File: src/rtl/phase_accumulator.sv
// NCO phase accumulator: free-running sample divider, tuning-word handshake, gated phase FSM.
// Latency: phase/wrap/active update one clock after sample_tick; tw_ready drops while a word is pending, until one cycle after the next tick.
module phase_accumulator #(
    parameter int PHASE_W = 32,
    parameter int CLK_DIV = 1042,
    parameter int OUT_W   = 12
) (
    input  logic               clk,
    input  logic               rst,
    input  logic [PHASE_W-1:0] tw_in,
    input  logic               tw_valid,
    output logic               tw_ready,
    input  logic               gate,
    input  logic               sync,
    output logic               sample_tick,
    output logic [PHASE_W-1:0] phase,
    output logic [OUT_W-1:0]   phase_top,
    output logic               wrap,
    output logic               active
);

    localparam int          CNT_W    = 16;
    localparam logic [15:0] DIV_LAST = 16'(CLK_DIV - 1);
    localparam logic        C_IN     = 1'b0;

    typedef enum logic {
        S_IDLE = 1'b0,
        S_RUN  = 1'b1
    } state_t;

    state_t             state_q, state_d;
    logic [CNT_W-1:0]   div_cnt_q, div_cnt_d;
    logic               tick_q, tick_d;
    logic [PHASE_W-1:0] phase_q, phase_d;
    logic               wrap_q, wrap_d;
    logic               active_q, active_d;
    logic [PHASE_W-1:0] tw_act_q, tw_act_d;
    logic [PHASE_W-1:0] pend_q, pend_d;
    logic               pend_vld_q, pend_vld_d;

    // Full-adder datapath: a = phase, b = active tuning word, c_in tied low.
    logic [PHASE_W:0]   add_res;
    logic [PHASE_W-1:0] sum;
    logic               c_out;

    assign add_res = {1'b0, phase_q} + {1'b0, tw_act_q} + {{PHASE_W{1'b0}}, C_IN};
    assign sum     = add_res[PHASE_W-1:0];
    assign c_out   = add_res[PHASE_W];

    always_comb begin
        div_cnt_d = (div_cnt_q == DIV_LAST) ? '0 : div_cnt_q + 16'd1;
        tick_d    = (div_cnt_q == DIV_LAST);
    end

    always_ff @(posedge clk) begin
        if (rst) begin
            state_q <= S_IDLE;
        end else begin
            state_q <= state_d;
        end
    end

    always_comb begin
        state_d = state_q;
        if (tick_q) begin
            case (state_q)
                S_IDLE:  if (gate)  state_d = S_RUN;
                S_RUN:   if (!gate) state_d = S_IDLE;
                default: state_d = S_IDLE;
            endcase
        end
    end

    // Gate drop and sync both force phase to zero; accumulation only in RUN with gate held.
    always_comb begin
        phase_d  = phase_q;
        wrap_d   = 1'b0;
        active_d = active_q;
        if (tick_q) begin
            active_d = (state_d == S_RUN);
            if (state_q == S_RUN && gate && !sync) begin
                phase_d = sum;
                wrap_d  = c_out;
            end else begin
                phase_d = '0;
            end
        end
    end

    // The tick that transfers pending -> active still accumulates with the old word.
    always_comb begin
        tw_act_d   = tw_act_q;
        pend_d     = pend_q;
        pend_vld_d = pend_vld_q;
        if (tick_q && pend_vld_q) begin
            tw_act_d   = pend_q;
            pend_vld_d = 1'b0;
        end
        if (tw_valid && !pend_vld_q) begin
            pend_d     = tw_in;
            pend_vld_d = 1'b1;
        end
    end

    always_ff @(posedge clk) begin
        if (rst) begin
            div_cnt_q  <= '0;
            tick_q     <= 1'b0;
            phase_q    <= '0;
            wrap_q     <= 1'b0;
            active_q   <= 1'b0;
            tw_act_q   <= '0;
            pend_q     <= '0;
            pend_vld_q <= 1'b0;
        end else begin
            div_cnt_q  <= div_cnt_d;
            tick_q     <= tick_d;
            phase_q    <= phase_d;
            wrap_q     <= wrap_d;
            active_q   <= active_d;
            tw_act_q   <= tw_act_d;
            pend_q     <= pend_d;
            pend_vld_q <= pend_vld_d;
        end
    end

    assign tw_ready    = !pend_vld_q;
    assign sample_tick = tick_q;
    assign phase       = phase_q;
    assign phase_top   = phase_q[PHASE_W-1 -: OUT_W];
    assign wrap        = wrap_q;
    assign active      = active_q;

endmodule

File: config.mk
export PLATFORM = sky130hd
export DESIGN_NAME = phase_accumulator
export DESIGN_NICKNAME = d
export VERILOG_FILES = /design/src/rtl/phase_accumulator.sv
export SDC_FILE = /design/constraint.sdc
export NUM_CORES = 1
export LEC_CHECK = 0
export ABC_AREA = 1
export CAP_MARGIN = 20
export CORE_MARGIN = 2
export CORE_UTILIZATION = 25
export DETAILED_ROUTE_END_ITERATION = 10
export GPL_TIMING_DRIVEN = 1
export SETUP_SLACK_MARGIN = 0.1
export SYNTH_ARGS = -nofsm -noshare
export SYNTH_HDL_FRONTEND = slang
export SYNTH_SLANG_ARGS = --single-unit
File: constraint.sdc
create_clock -name clk -period 2.5 [get_ports clk]
set_input_delay 0.5 -clock clk [delete_from_list [all_inputs] [get_ports clk]]
set_output_delay 0.5 -clock clk [all_outputs]
set_load 0.005 [all_outputs]
### Word-level counts from Yosys, hierarchy flattened

Index checks and enable logic that the tools add are counted.

* register bits: 117
* input port bits: 37
* output and inout port bits: 48
* logic and storage cells: 28

* add/sub/neg operators: 2
* eq/ne operators: 1
* multiplexer cells: 5
* bitwise gates (word level): 2
* reductions and logical operators: 9

Operator list (number)
* adder 32 x 32 -> 33 bit: 1
* 2-to-1 mux 32 bit: 1
* adder 16 x 1 -> 16 bit (second input constant): 1
* equality test 16 x 11 -> 1 bit (second input constant): 1
* logical AND 1 bit: 4
* 2-to-1 mux 1 bit: 4
* OR reduction 3 bit: 1
* zero test 1 bit: 2
* inverter 1 bit: 2
* nonzero test 2 bit: 1
* OR reduction 2 bit: 1

### Longest topological paths before layout

* depth in word-level cells: 4
* depth in mapped cells: 14
* gate-level depth less buffers: 14

### Worst setup path after synthesis

Ideal clock, no wire load.

* path kind: register to register
* from: register phase_q[0], in the netlist phase[0]
* to: register phase_q[16], in the netlist phase[16]
* library setup time: 0.132 ns
* arrival time: 1.728 ns
* required time: 2.368 ns
* slack: 0.639 ns
* cell stages (with the launch flop): 14
* cell sequence: dfxtp_1 ha_1 inv_1 fa_1 inv_1 nand3_1 nand3_1 nand2_1 nand2_1 inv_1 o21ai_0 nand2_1 nand3_1 a21oi_1

* cells in the longest elaborated chain, start to end: 2

RTL lines
* from (decl): line 34 `logic [PHASE_W-1:0] phase_q, phase_d;`
* from (signal assigned): line 118 `phase_q <= phase_d;`
* adder 32 x 32 -> 33 bit: line 46 `assign add_res = {1'b0, phase_q} + {1'b0, tw_act_q} + {{PHASE_W{1'b0}}, C_IN};`
* 2-to-1 mux 32 bit: line 81 `if (state_q == S_RUN && gate && !sync) begin`

Every way passes these cells.
A chain may end at the register's enable or synchronous reset.

### Worst setup path in the final report

* from: register phase_q[0], in the netlist phase[0]
* to: register phase_q[28], in the netlist phase[28]

The elaborated chain is that of the path after synthesis.

==> results.md <==
- I/O pin total: 85
- Worst-margin pin slew: 0.576 ns
- Antenna cells: 0
- Fin crit period: 2.08 ns
- Worst path max stage delay: 0.41 ns
- WP data arrival: 2.36 ns
- DR top layer: met4
- Largest net degree at the start of global routing: 36
- Number of buffers created by CTS: 17
- Dpl ws: 0.392 ns
- HP Class: register to register
- Setup tns final: 0 ns
- Register bit total from synthesis: 117
- Core area: 26100 µm²
- Met2 routed WL: 8.31 mm
- Hold Slack: 0.461 ns
- Max-cap violations: 0
- Port Buffer Count: 84
- Antenna violations before repair: 0
- Seq/Total Area, Yosys: 0.352
- Routed Antenna Nets: 0
- Cell mode on critical path: nand3_1
- Syn Nets: 1109
- Met3 WL post-DR: 767 µm
- Synth Warn #: 0
- Worst slew margin relative to its limit: 0.615
- First drt pass iteration count: 5
- Worst Path Max Fanout: 4
- Syn avg cell area: 6.41 µm²
- Final period utilization: 0.831
- Die area: 27900 µm²
- Layout cell share with drive strength beyond 1: 0.0571
- CP startpoint kind: register
- Metal-1 WL: 9.46 mm
- RSZ-0062 raised after global routing: no
- Post-synth top area share: 0.352
- Die X: 167 µm
- Clk slew on worst S/H paths: 0.05 ns
- Commonest non-fill, non-tap cells in the layout: nand2_1, nor2_1, inv_1
- Vias per cell: 4.40
- CP top delay family: simple AND/OR/NAND/NOR gates
- Peak supply drop: 0.450 mV
- Area of the mapped netlist: 6650 µm²
- Commonest non-fill, non-tap cell in the layout: nand2_1
- PwrDens: 574 nW/µm²
- Final WL: 18.9 mm
- Status: completed
- Row count: 59
- Leak: 3.76 nW
- CP required: 2.79 ns
- P&R area growth vs syn: 27.1%
- Grt total ovfl: 0
- Dominant cell type by area after synthesis: dfxtp_1
- First-pass GRT wire length: 30.7 mm
- Final slew viol count: 0
- Die Y: 167 µm
- Crit path max-delay cell type: fa_1
- Final hold vios: 0
- Clock Path Buffers: 2
- Cells after Synth: 1037
- Remaining DRCs: 0
- Clock Skews: 0.00942 ns
- Vias in the first global route: 5881
- Wire length per cell: 13.0 µm
- Initial Utilization: 0.255
- Filler cell count: 2829
- Final setup violating endpoints: 0
- Synth cell types: 36
- Global-route usage over all layers: 0.137
- Number of clock sinks: 117
- Setup crit end kind: register
- Critical path type: register to register
- H-tree depth: 4
- Final worst setup slack: 0.423 ns
- CTS Root Buffer Type: clkbuf_16
- Hold_buf cts: 0
- CTS tree: yes
- Worst path bufs/invs: 2
- Detail Placement HPWL: 14.5 mm
- FMAX: 481 MHz
- Drt initial violations: 379
- Vias: 6407
- Placer Congestion: 0.921
- Leading post-synthesis cells by cell area: dfxtp_1, nand2_1, nor2_1
- Insertion delay to the later sink of the worst-skew pair: 0.42 ns
- Cell Chain, Critical Path: ha_1 -> inv_1 -> fa_1 -> inv_1 -> nand3_1 -> nand3_2 -> nand3_1 -> nand3_1 -> nand2_1 -> nand2_1 -> nand2_1 -> nand3_1 -> a21oi_1
- Fin nets: 1180
-- report_power, final --
group / switching (W) / internal, W
logic: 0.000101 / 0.0000939
registers: 0.0000230 / 0.00191
clock network: 0.000904 / 0.00182
-- area by class of cell --
| class | count | area [µm²] | area share |
|---|---|---|---|
| tap | 335 | 419 | 0.0496 |
| timing repair buffer | 94 | 928 | 0.110 |
| multi-input combinational | 742 | 3590 | 0.425 |
| sequential | 117 | 2340 | 0.277 |
| inverter | 136 | 510 | 0.0604 |
| clock buffer | 20 | 457 | 0.0541 |
| clock inverter | 12 | 201 | 0.0238 |
-- logic make-up (layout without fill, tap and decap cells) --
group | after synthesis | in the layout | synth area share
flip-flops | 117 | 117 | 0.352
buffers and inverters | 178 | 262 | 0.108
AO/OA/AOI/OAI | 156 | 156 | 0.125
adder cells (fa/ha/maj) | 35 | 35 | 0.0670
AND/OR/NAND/NOR | 549 | 549 | 0.345
XOR/XNOR | 2 | 2 | 0.00264
-- through the flow --
stage	cell area [µm²]	instances	power, W	utilization
after global placement	7790	1424	0.00217	0.299
after global routing	8450	1456	0.00501	0.324
after detailed placement	7790	1424	0.00217	0.299
after CTS	8440	1456	0.00490	0.324
after floorplan	6650	1037	0.00208	-
final	8450	1456	0.00485	0.324
-- sequential cells by signal (all words and copies together) (netlist names) --
signal / count
div_cnt_q: 16
phase: 32
sample_tick: 1
pend_vld_q: 1
pend_q: 32
wrap: 1
tw_act_q: 32
state_q: 1
active: 1
-- what timing repair did --
| item | in CTS | in global routing |
|---|---|---|
| buffers inserted | 0 | 0 |
| resized for setup | 0 | 1 |
| endpoints found under the setup margin | 0 | 1 |
-- synth_stat cells --
library cell / n
nand3_1: 53
nor3b_1: 3
inv_2: 1
nand4_1: 7
or2_0: 3
nor3_1: 10
nor2_4: 2
clkbuf_1: 26
xor2_1: 2
a31oi_1: 2
buf_2: 4
nand3b_1: 4
fa_1: 1
ha_1: 34
nor3b_2: 1
or2_2: 4
inv_1: 135
a21o_1: 1
o21ai_1: 1
o32ai_1: 1
o21ai_0: 77
nand2_2: 4
nand3_2: 5
nor3_4: 1
nor2_2: 2
a21oi_2: 2
nor4_1: 3
buf_4: 12
nor2_1: 178
a21boi_0: 8
a21boi_1: 2
o211ai_1: 1
dfxtp_1: 117
a21oi_1: 58
nand2_1: 269
o21bai_1: 3
-- final timing paths --
kind | startpoint | end | slack [ns] | depth (start not counted)
max reg2reg | phase[0] | phase[28] | 0.42 | 13
max | phase[0] | phase[28] | 0.42 | 13
min reg2reg | div_cnt_q[15] | div_cnt_q[15] | 0.46 | 2
min | div_cnt_q[15] | div_cnt_q[15] | 0.46 | 2
-- tightest hold or removal path, cell delays in order, from the launching register on --
cell and delay (ns):
dfxtp_1 0.30, nand2_1 0.06, a21oi_1 0.05
-- layer usage --
| layer | vias up | GRT usage |
|---|---|---|
| met1 | 2828 | 0.189 |
| met3 | 24 | 0.0257 |
| met2 | 146 | 0.215 |
| met5 | - | 0 |
| li1 | 3409 | - |
| met4 | 0 | 0.0442 |
Note: power is estimated with default switching activity, not from simulation.
